## config.mk

```make
export PLATFORM = sky130hd
export DESIGN_NAME = qchannel_ctrl
export DESIGN_NICKNAME = d
export VERILOG_FILES = /design/src/rtl/qchannel_ctrl.sv
export SDC_FILE = /design/constraint.sdc
export NUM_CORES = 1
export LEC_CHECK = 0
export BUFFER_PORTS_ARGS = -buffer_cell sky130_fd_sc_hd__buf_2
export CORE_UTILIZATION = 40
export CTS_CLUSTER_DIAMETER = 150
export DETAILED_ROUTE_END_ITERATION = 8
export PLACE_DENSITY = 0.82
export SLEW_MARGIN = 20
export SYNTH_ARGS = -nofsm -noshare
export SYNTH_HDL_FRONTEND = slang
export SYNTH_SLANG_ARGS = --single-unit
export TNS_END_PERCENT = 50
```

## constraint.sdc

```tcl
create_clock -name wb_clk_i -period 3.6 [get_ports wb_clk_i]
set_input_delay 0.18 -clock wb_clk_i [delete_from_list [all_inputs] [get_ports wb_clk_i]]
set_output_delay 0.18 -clock wb_clk_i [all_outputs]
set_load 0.02 [all_outputs]
```

## src/rtl/qchannel_ctrl.sv

```systemverilog
// qchannel_ctrl: Q-Channel low-power controller gating a Wishbone slave core and its pad inputs.
module qchannel_ctrl #(
  parameter int ADR_W        = 5,
  parameter int DAT_W        = 32,
  parameter int SEL_W        = 4,
  parameter int NUM_BUSY     = 2,
  parameter int NUM_PAD      = 1,
  parameter int ENTRY_DELAY  = 2,
  parameter int DENY_TIMEOUT = 64,
  parameter int NUM_WAKE     = 1
) (
  input  logic                wb_clk_i,
  input  logic                wb_rst_i,
  input  logic [ADR_W-1:0]    wb_adr_i,
  input  logic [DAT_W-1:0]    wb_dat_i,
  input  logic [SEL_W-1:0]    wb_sel_i,
  input  logic                wb_we_i,
  input  logic                wb_stb_i,
  input  logic                wb_cyc_i,
  output logic                wb_err_o,
  output logic                wb_ack_o,
  output logic [ADR_W-1:0]    core_adr_o,
  output logic [DAT_W-1:0]    core_dat_o,
  output logic [SEL_W-1:0]    core_sel_o,
  output logic                core_we_o,
  output logic                core_stb_o,
  output logic                core_cyc_o,
  input  logic                core_ack_i,
  input  logic                core_err_i,
  input  logic [NUM_BUSY-1:0] busy_i,
  input  logic [NUM_PAD-1:0]  pad_i,
  output logic [NUM_PAD-1:0]  pad_o,
  input  logic [NUM_WAKE-1:0] wake_i,
  input  logic                qreqn,
  output logic                qacceptn,
  output logic                qdeny,
  output logic                qactive,
  output logic [2:0]          state_o
);
  localparam int MAXV = DENY_TIMEOUT > ENTRY_DELAY ? DENY_TIMEOUT : ENTRY_DELAY;
  localparam int CW = $clog2(MAXV) + 1;
  localparam logic [CW-1:0] T_LAST = CW'(DENY_TIMEOUT - 1);
  localparam logic [CW:0] H_LAST = (CW + 1)'(ENTRY_DELAY - 1);
  localparam logic [2:0] STOPPED = 3'd0, RUN = 3'd1, DRAIN = 3'd2, HOLD = 3'd3, DENIED = 3'd4;
  logic [2:0] state, nxt;
  logic [CW-1:0] tcnt, hcnt, tcnt_d, hcnt_d;
  logic lock, lock_d, err_q, err_d, acc_q, acc_d, deny_q, deny_d, act_q, act_d;
  logic pass, quiet, wake, timeout, hold_done;
  assign wake = |wake_i;
  assign pass = state == RUN || state == DENIED || lock;
  assign quiet = busy_i == '0 && !lock && !wb_cyc_i;
  assign timeout = DENY_TIMEOUT != 0 && tcnt == T_LAST && !quiet;
  // the entering DRAIN cycle already counts as one quiescent cycle
  assign hold_done = ({1'b0, hcnt} + (CW + 1)'(1)) >= H_LAST;
  assign core_adr_o = pass ? wb_adr_i : '0;
  assign core_dat_o = pass ? wb_dat_i : '0;
  assign core_sel_o = pass ? wb_sel_i : '0;
  assign core_we_o  = pass && wb_we_i;
  assign core_stb_o = pass && wb_stb_i;
  assign core_cyc_o = pass && wb_cyc_i;
  assign pad_o = state == STOPPED ? '0 : pad_i;
  assign wb_ack_o = core_ack_i;
  assign wb_err_o = err_q || core_err_i;
  assign qacceptn = acc_q;
  assign qdeny = deny_q;
  assign qactive = act_q;
  assign state_o = state;
  always_ff @(posedge wb_clk_i or posedge wb_rst_i) begin
    if (wb_rst_i) begin
      state  <= STOPPED;
      tcnt   <= '0;
      hcnt   <= '0;
      lock   <= 1'b0;
      err_q  <= 1'b0;
      acc_q  <= 1'b0;
      deny_q <= 1'b0;
      act_q  <= 1'b0;
    end else begin
      state  <= nxt;
      tcnt   <= tcnt_d;
      hcnt   <= hcnt_d;
      lock   <= lock_d;
      err_q  <= err_d;
      acc_q  <= acc_d;
      deny_q <= deny_d;
      act_q  <= act_d;
    end
  end
  always_comb begin
    nxt = state;
    case (state)
      STOPPED: nxt = qreqn ? RUN : STOPPED;
      RUN:     nxt = qreqn ? RUN : DRAIN;
      DRAIN:   nxt = wake ? DENIED : qreqn ? RUN : timeout ? DENIED : quiet ? HOLD : DRAIN;
      HOLD:    nxt = wake ? DENIED : qreqn ? RUN : !quiet ? DRAIN : hold_done ? STOPPED : HOLD;
      DENIED:  nxt = qreqn ? RUN : DENIED;
      default: nxt = STOPPED;
    endcase
  end
  always_comb begin
    acc_d  = state != STOPPED;
    deny_d = state == DENIED;
    act_d  = state != RUN && (wake || (wb_cyc_i && !pass));
    err_d  = wb_cyc_i && wb_stb_i && !pass && !err_q;
    lock_d = wb_cyc_i && (lock || (state == RUN && nxt == DRAIN));
    tcnt_d = state == RUN ? '0 : (state == DRAIN && !(&tcnt)) ? tcnt + CW'(1) : tcnt;
    hcnt_d = (state == HOLD && quiet) ? (&hcnt ? hcnt : hcnt + CW'(1)) : '0;
  end
endmodule

```

==> results.md, run 1 <==
- Mapped Cells: 170
- Initial drt markers: 79
- Initial antenna violation count: 0
- CTS buffer count: 3
- Post-synth top area share: 36.8%
- R2r setup slk: 1600 ps
- Via count of the first global-routing pass: 1,462
- Worst-skew pair later-pin latency: 270 ps
- Fillers: 313
- Period Utilization, post-route: 67.7%
- Worst setup EP type: primary output
- CP required: 3420 ps
- Reg area: 551 µm²
- Highest routed layer: met4
- Least-Margin Pin Slew: 936 ps
- Synth Flop Type: dfrtp_1
- FFs w/ async S/R, synth: 100%
- Origin of the critical flop-to-flop path: state_o[0]
- TNS Setup: 0 ps
- Initial Util: 43.1%
- Post-Route Utilization: 60.4%
- Setup crit start kind: register
- Critical path startpoint: state_o[0]
- Fin Clk Skew: 9.74 ps
- Final net count: 325
- Met3 routed WL: 203 µm
- Total grt overflow: 0
- Worst Slack Setup Final: 1160 ps
- FP Rows: 21
- Die Y: 63.1 µm
- Buf/Inv on CP: 1
- CTS root buf: clkbuf_8
- IO Count: 106
- Sequential area share after synthesis: 36.8%
- Synth warnings: 0
- Diodes inserted: 0
- Clock slew seen by the registers of the worst setup and hold paths: 80 ps
- Die X: 63.1 µm
- Final hold viol count: 0
- Commonest cells post-synth: 47 x and2_1, 22 x dfrtp_1, 11 x a21oi_1
- Post-route ant nets: 0
- Worst slew margin: 37.6%
- Crit path DAT: 2260 ps
- PortBufs: 103
- Post-CTS Resized: 0
- # setup viols final: 0
- Status: complete, no violations
- All-layer global routing usage: 21.1%
- Dominant cell type by area after synthesis: dfrtp_1
- Clock sinks: 22
- Count leader, synth: and2_1
- Drt wl/cell: 12.8 µm
- Pre-CTS setup slack: 1470 ps
- Distinct cell type count after synthesis: 45
- RR Endpoint: qactive
- #FFs+latches synth: 22
- Period minus WS final: 2440 ps
- Critical path type: reg2out
- Crit-path max FO: 46
- Power, Total: 0.923 mW
- Worst vdd ir: 0.409 mV
- Final wirelength: 4020 µm
- Worst hold slack: 70.0 ps
- Slowest stage delay, CP: 760 ps
- Dominant cells by area after synthesis: dfrtp_1 37%, and2_1 20%, a21oi_1 3.7%
- Via-to-Cell Ratio: 4.82
- Clock tree buffer depth: 2
- Ratio of cells with drive above 1 in the final layout: 41.8%
- Final Max Slew Viols: 0
- Leak: 1.11 nW
- Largest net degree at the start of global routing: 47
- Via count: 1,513
- RSZ-0062 raised after global routing: no
- Fmax: 410 MHz
- Wire length of the first global-routing pass: 6780 µm
- Max Cap Viol: 0
- Hold/Removal Path Class: in2async
- R2R depth: 4
- RD Place Congestion: 0.857
- CTS H-tree depth: 1
- First-pass DRT Iterations: 4
- M1 wire length: 1810 µm
- Post-synth EDFFs: 0
- Pwr Density: 441 mW/mm²
- Routed length on met2: 1970 µm
- DRC Markers: 0
- Synth Area per Inst: 8.80 µm²
- Core Region: 0.00347 mm²
- CP cell instances: xor2_1, a21o_1, and2_1, buf_2
- Die Area: 0.00399 mm²
- Syn_nets: 226
- Hold_buf cts: 0
- Setup repair bufs after CTS: 0
- Worst path slowest cell: a21o_1
- Mapped cell area: 0.00150 mm²
- Area grow syn2layout: 40.0%
- TritonCTS clock tree: done
- Post-DP HPWL: 3170 µm
- Top Family by Delay on Critical Path: compound AO/OA/AOI/OAI gates
- Multi-input gate area: 872 µm²
registers in the layout, summed over array words and instances (netlist names):
signal,count
hcnt,7
tcnt,7
state_o,3
err_q,1
lock,1
qacceptn,1
qactive,1
qdeny,1
through the flow:
stage               std cells  cell area, µm²
floorplan                 170            1500
global placement          310            2020
detailed placement        310            2020
CTS                       314            2090
global route              314            2090
finish                    314            2090
power breakdown:
group / total (mW) / internal [mW] / switching, mW / leakage, nW
clock network: 0.229 / 0.149 / 0.0810 / 0.0357
registers: 0.297 / 0.268 / 0.0291 / 0.298
logic: 0.396 / 0.153 / 0.243 / 0.781
kinds of logic after synthesis:
family,count (synthesis),share of synthesized area [%]
xor+xnor,6,3.51
mux,2,1.34
fa+ha+maj,3,2.51
flops,22,36.8
buf+inv,16,4.85
compound gates,33,15.1
simple gates,88,35.8
worst max-delay path by stage:
stage                                to  slack [ps]  cells past startpoint
after floorplan           core_adr_o[0]        1940                      5
after global placement    core_dat_o[3]        1530                      4
after detailed placement  core_dat_o[3]        1470                      4
after CTS                 core_dat_o[3]        1150                      4
after global routing      core_dat_o[3]         900                      4
final                     core_dat_o[3]        1160                      4
worst register-to-register path: stages, from the launching register on:
cell and delay [ps]:
dfrtp_1 610, xor2_1 190, a21o_1 760, nor2_1 110, o22a_1 220
layout make-up:
type,count,share of cell area (%)
Clock buffer,3,1.97
Clock inverter,1,1.43
Inverter,7,1.26
Multi-Input combinational cell,132,41.7
Sequential cell,22,26.3
Tap cell,46,2.75
Timing Repair Buffer,103,24.6
placed cells by master (no fill, tap or decap), drive strengths merged, types with 3 or more instances in the layout:
master	synthesis	routed
buf	8	103
and2	47	47
dfrtp	22	22
a21oi	11	11
nor2	10	10
inv	7	7
nand2	6	6
o21ai	6	6
or3	4	4
xnor2	4	4
nand3	4	4
ha	3	3
clkbuf	1	3
o31ai	3	3
nor4	3	3
per-layer routing:
| metal | vias up | GRT usage [%] |
|---|---|---|
| li1 | 778 | - |
| met1 | 686 | 26.7 |
| met2 | 45 | 34.9 |
| met3 | 4 | 5.62 |
| met4 | 0 | 5.81 |
| met5 | - | 0 |
(Power assumes the default switching activity.)
==> run 2, diff against run 1 <==
==> constraint.sdc (replaced) <==
create_clock -name wb_clk_i -period 2.35 [get_ports wb_clk_i]
set_input_delay 0.1175 -clock wb_clk_i [delete_from_list [all_inputs] [get_ports wb_clk_i]]
set_output_delay 0.1175 -clock wb_clk_i [all_outputs]
set_load 0.02 [all_outputs]
==> run 2 against run 1 <==
  * Clock-buffer cell count stayed put
  * Register-to-register slack worse by 1000 ps
  * Final cell count is 0.32% higher
  * Largest cell class unchanged
  * Clock power is 57% higher
  * Worst hold slack worse by 69 ps
  * Critical endpoint unchanged
  * Clock skew is 1.8 ps higher
  * Largest power group unchanged
==> results.md, run 2 (synthesized netlist as in run 1, its figures left out) <==
- CP cell instances: xor2_1, a21o_1, buf_12, and2_1, buf_2
- IO Count: 106 (unchanged)
- Dpl cells: 311 (+0.32%)
- Multi-input gate area: 872 µm² (unchanged)
- Fin Clk Skew: 11.6 ps (+1.85 ps)
- RSZ-0062 raised after global routing: no
- Die Y: 63.1 µm (unchanged)
- Via count of the first global-routing pass: 1,479 (+1.2%)
- Largest net degree at the start of global routing: 30 (-36%)
- Top Family by Delay on Critical Path: flip-flops
- Diodes inserted: 0 (unchanged)
- Crit-path max FO: 29 (-37%)
- Post-route ant nets: 0 (unchanged)
- Period Utilization, post-route: 89.6%
- Via count: 1,560 (+3.1%)
- Worst slew margin: 42.9% (+5.3 points)
- Initial antenna violation count: 0 (unchanged)
- Post-CTS Resized: 0 (unchanged)
- Total grt overflow: 0 (unchanged)
- Worst Slack Setup Final: 244 ps (-919 ps)
- Final Max Slew Viols: 0 (unchanged)
- Area grow syn2layout: 41.3%
- Finished Cell Area: 0.00211 mm² (+0.96%)
- Final net count: 326 (+0.31%)
- Worst setup EP type: primary output
- CTS root buf: clkbuf_8
- Period minus WS final: 2110 ps
- Clock slew seen by the registers of the worst setup and hold paths: 90 ps (about the same)
- # setup viols final: 0 (unchanged)
- CTS buffer count: 3 (unchanged)
- Least-Margin Pin Slew: 855 ps (-80.8 ps)
- Wire length of the first global-routing pass: 6600 µm (-2.5%)
- Worst vdd ir: 0.285 mV (-30%)
- Most frequent cells in the layout: 103 x buf_2, 47 x and2_1, 22 x dfrtp_1
- Initial Util: 43.1% (unchanged)
- Hold/Removal Path Class: in2async
- Internal Power: 0.893 mW (+57%)
- RD Place Congestion: 0.827 (-3.5%)
- Drt wl/cell: 12.8 µm (+0.10%)
- Via-to-Cell Ratio: 4.95 (+2.8%)
- PortBufs: 103 (unchanged)
- CP required: 2230 ps (-1190 ps)
- Clock tree buffer depth: 2 (unchanged)
- Slowest stage delay, CP: 610 ps (-150 ps)
- Gate power share: 43.6% (+0.7 points)
- Final hold viol count: 0 (unchanged)
- Core Region: 0.00347 mm² (unchanged)
- All-layer global routing usage: 20.5% (-0.57 points)
- Die Area: 0.00399 mm² (unchanged)
- Setup repair bufs after CTS: 0 (unchanged)
- Post-Route Utilization: 60.9% (+0.58 points)
- Most common cell after layout, fill and taps aside: buf_2
- Initial drt markers: 81 (+2.5%)
- Clock sinks: 22 (unchanged)
- Sequential Power Share: 31.5% (-0.7 points)
- Leak: 1.12 nW (+0.81%)
- FP Rows: 21 (unchanged)
- Psw: 0.555 mW (+57%)
- Final wirelength: 4040 µm (+0.42%)
- Switching fraction of total power: 38.3% (+0.081 points)
- Fmax: 475 MHz
- TNS Setup: 0 ps (unchanged)
- Status: complete, no violations
- Setup crit start kind: register
- Clock group share of total power: 24.9% (about the same)
- Buf/Inv on CP: 2 (+1)
- Hold_buf cts: 0 (unchanged)
- Worst path slowest cell: dfrtp_1
- CTS H-tree depth: 1 (unchanged)
- TritonCTS clock tree: done
- Max Cap Viol: 0 (unchanged)
- Fillers: 313 (unchanged)
- Die X: 63.1 µm (unchanged)
- Non-Filler Instances: 315 (+0.32%)
- Pwr Density: 685 mW/mm² (+55%)
- DP Area: 0.00204 mm² (+0.99%)
- First-pass DRT Iterations: 4 (unchanged)
- Critical path type: reg2out
- Pre-CTS setup slack: 552 ps (-915 ps)
- Reg area: 551 µm² (unchanged)
- Post-DP HPWL: 3080 µm (-3.0%)
- Worst-skew pair later-pin latency: 280 ps (about the same)
- Crit path DAT: 1990 ps (-270 ps)
- Ratio of cells with drive above 1 in the final layout: 42.0% (+0.22 points)
- DRC Markers: 0 (unchanged)
## run 2: changes by cell type in the layout (fill, tap and decap cells not counted)
| cell | before | now |
|---|---|---|
| buf_12 | 0 | 1 |
## run 2: final timing paths
| check | slack, ps | from | to | cells after the start |
|---|---|---|---|---|
| min reg2reg | 460 | err_q | err_q | 1 |
| min in group wb_clk_i | 70 | qreqn | state_o[1] | 2 |
| max | 240 | state_o[0] | core_dat_o[3] | 5 |
| max in group asynchronous | 1810 | wb_rst_i | hcnt[4] | 2 |
| max reg2reg | 570 | state_o[1] | tcnt[5] | 4 |
| min | 0.6 | wb_rst_i | tcnt[3] | 2 |
## run 2: cell type report
class / count / area share (%)
multi-input cells: 132 / 41.3
clock buffers: 3 / 1.95
inverters: 7 / 1.24
repair buffers: 104 / 25.3
well taps: 46 / 2.72
flip-flops and latches: 22 / 26.1
clock inverters: 1 / 1.42
## run 2: stage by stage
| stage | power [mW] | hold WS, ps |
|---|---|---|
| 6_report | 1.45 | 0.576 |
| 5_1_grt | 1.52 | 59.7 |
| 4_1_cts | 1.46 | 20.7 |
| 3_5_place_dp | 1.10 | 235 |
| 3_3_place_gp | 1.09 | 235 |
| 2_1_floorplan | 0.873 | 107 |
## run 2: power by group through the flow
stage          clock [mW]  sequential (mW)  combinational [mW]
2_1_floorplan           0            0.463               0.410
3_3_place_gp            0            0.460               0.625
3_5_place_dp            0            0.463               0.634
4_1_cts             0.365            0.455               0.637
5_1_grt             0.376            0.463               0.685
6_report            0.360            0.456               0.631
## run 2: metal layers
layer	up-vias	share of wire, %	track usage (%)
met5	-	0	0
met4	0	0.77	4.65
met3	5	4.9	5.98
met2	44	49	34.1
met1	731	45	25.9
li1	780	-	-
==> run 3, diff against run 2 <==
--- a/config.mk
+++ b/config.mk
@@ -6,6 +6,7 @@
 export NUM_CORES = 1
 export LEC_CHECK = 0
 export BUFFER_PORTS_ARGS = -buffer_cell sky130_fd_sc_hd__buf_2
+export CORE_MARGIN = 10
 export CORE_UTILIZATION = 40
 export CTS_CLUSTER_DIAMETER = 150
 export DETAILED_ROUTE_END_ITERATION = 8
==> run 3 against run 2 <==
  * Combinational power grew 1%
  * Register-to-register slack gained 30 ps
  * Sequential cell count is the same
  * Via count shrank 0.13%
  * Clock-buffer cell count grew 1
  * Die area grew 65%
  * Worst setup slack gained 270 ps
  * Maximum frequency grew 14%
  * Total power shrank 6.4%
  * Critical endpoint is now core_adr_o[3]
  * Largest cell class unchanged
==> results.md, run 3 (synthesized netlist as in run 1, its figures left out) <==
- Final Max Slew Viols: 0 (unchanged)
- First-pass DRT Iterations: 4 (unchanged)
- RSZ-0062 raised after global routing: no
- Initial drt markers: 122 (+51%)
- Most frequent cells in the layout: 103 x buf_2, 47 x and2_1, 22 x dfrtp_1
- Initial Util: 41.2% (-2.0 points)
- Hold_buf cts: 0 (unchanged)
- Internal Power: 0.807 mW (-9.6%)
- TritonCTS clock tree: done
- Largest net degree at the start of global routing: 25 (-17%)
- Max Cap Viol: 0 (unchanged)
- All-layer global routing usage: 13.8% (-6.7 points)
- Fmax: 543 MHz (+14%)
- Worst-skew pair later-pin latency: 260 ps (-20 ps)
- Clock group share of total power: 19.6% (-5.3 points)
- Worst hold slack: 27.6 ps (+27.1 ps)
- Post-DP HPWL: 4050 µm (+32%)
- CP required: 2230 ps (about the same)
- Worst Slack Setup Final: 509 ps (+265 ps)
- Pre-CTS setup slack: 626 ps (+73.5 ps)
- Via count of the first global-routing pass: 1,495 (+1.1%)
- # setup viols final: 0 (unchanged)
- Sequential Power Share: 33.4% (+1.9 points)
- R2R depth: 4 (unchanged)
- Period Utilization, post-route: 78.3% (-11 points)
- Total grt overflow: 0 (unchanged)
- Wire length of the first global-routing pass: 7380 µm (+12%)
- Crit-path max FO: 24 (-17%)
- CTS buffer count: 3 (unchanged)
- Via-to-Cell Ratio: 4.90 (-1.1%)
- Diodes inserted: 0 (unchanged)
- Worst slew margin: 41.7% (-1.2 points)
- R2r setup slk: 600 ps (+30 ps)
- Via count: 1,558 (-0.13%)
- RR Endpoint: tcnt[5]
- Leak: 1.12 nW (-0.52%)
- Core Region: 0.00363 mm² (+4.8%)
- TNS Setup: 0 ps (unchanged)
- Final net count: 327 (+0.31%)
- Most common cell after layout, fill and taps aside: buf_2
- Period minus WS final: 1840 ps (-265 ps)
- IO Count: 106 (unchanged)
- Worst vdd ir: 0.284 mV (about the same)
- Post-route ant nets: 0 (unchanged)
- Pwr Density: 647 mW/mm² (-5.5%)
- CTS H-tree depth: 1 (unchanged)
- Post-CTS Resized: 0 (unchanged)
- Least-Margin Pin Slew: 874 ps (+18.6 ps)
- Initial antenna violation count: 0 (unchanged)
- Die Area: 0.00658 mm² (+65%)
- Switching fraction of total power: 40.5% (+2.1 points)
- Drt wl/cell: 15.5 µm (+21%)
- Worst setup EP type: primary output
- DRC Markers: 0 (unchanged)
- Area grow syn2layout: 40.1%
- Crit path DAT: 1720 ps (-270 ps)
- CTS root buf: clkbuf_8
- Final hold viol count: 0 (unchanged)
- Status: complete, no violations
- Clock tree buffer depth: 2 (unchanged)
- Psw: 0.549 mW (-1.2%)
- Gate power share: 47.0% (+3.4 points)
- RD Place Congestion: 0.849 (+2.6%)
- Origin of the critical flop-to-flop path: state_o[1]
- PortBufs: 103 (unchanged)
- Clock slew seen by the registers of the worst setup and hold paths: 80 ps (about the same)
- Clock sinks: 22 (unchanged)
- Die X: 81.1 µm (+29%)
- Final wirelength: 4920 µm (+22%)
- Hold/Removal Path Class: in2async
- Critical path type: reg2out
- Setup repair bufs after CTS: 0 (unchanged)
- FP Rows: 22 (+4.8%)
- Ratio of cells with drive above 1 in the final layout: 42.2% (+0.21 points)
- Die Y: 81.1 µm (+29%)
- Fin Clk Skew: 8.05 ps (-3.54 ps)
- Setup crit start kind: register
-- run 3: stage by stage --
stage               util (%)  power (mW)  std cells  cell area, µm²
global placement        56.1        1.09        314            2040
finish                  57.6        1.36        318            2090
global route            57.6        1.45        318            2090
floorplan                  -       0.873        170            1500
detailed placement      56.1        1.11        314            2040
CTS                     57.6        1.38        318            2090
-- run 3: worst max path at each step --
| stage | from | endpoint | slack [ps] | cells after the start |
|---|---|---|---|---|
| CTS | state_o[2] | core_adr_o[3] | 500 | 5 |
| finish | state_o[2] | core_adr_o[3] | 510 | 5 |
| floorplan | state_o[2] | core_adr_o[0] | 750 | 5 |
| detailed placement | state_o[1] | tcnt[5] | 630 | 4 |
| global route | state_o[0] | core_adr_o[3] | 360 | 5 |
| global placement | state_o[1] | tcnt[5] | 680 | 4 |
-- run 3: layer usage --
layer | wire, µm | global-route usage [%] | share of wire, % | up-vias
li1 | - | - | - | 786
met1 | 1900 | 14.8 | 39 | 704
met2 | 2440 | 24.3 | 50 | 60
met3 | 478 | 4.42 | 9.7 | 8
met4 | 100 | 5.71 | 2.0 | 0
met5 | 0 | 0 | 0 | -
-- run 3: power groups by stage --
stage,Clock (mW),Sequential (mW),Combinational [mW]
final,0.265,0.453,0.637
after floorplan,0,0.463,0.410
after global routing,0.290,0.461,0.696
after global placement,0,0.457,0.634
after CTS,0.274,0.453,0.649
after detailed placement,0,0.460,0.647
-- run 3: final cells by class --
cell class	count	area [µm²]
tap	48	60.1
fill	321	1540
sequential	22	551
timing repair buffer	105	531
clock buffer	4	55.1
multi-input combinational	132	872
inverter	7	26.3
-- run 3: worst max-delay path, stage by stage (launching register included) --
cell and delay [ps]:
dfrtp_1 520, xor2_1 210, a21o_1 200, buf_4 190, and2_1 170, buf_2 150
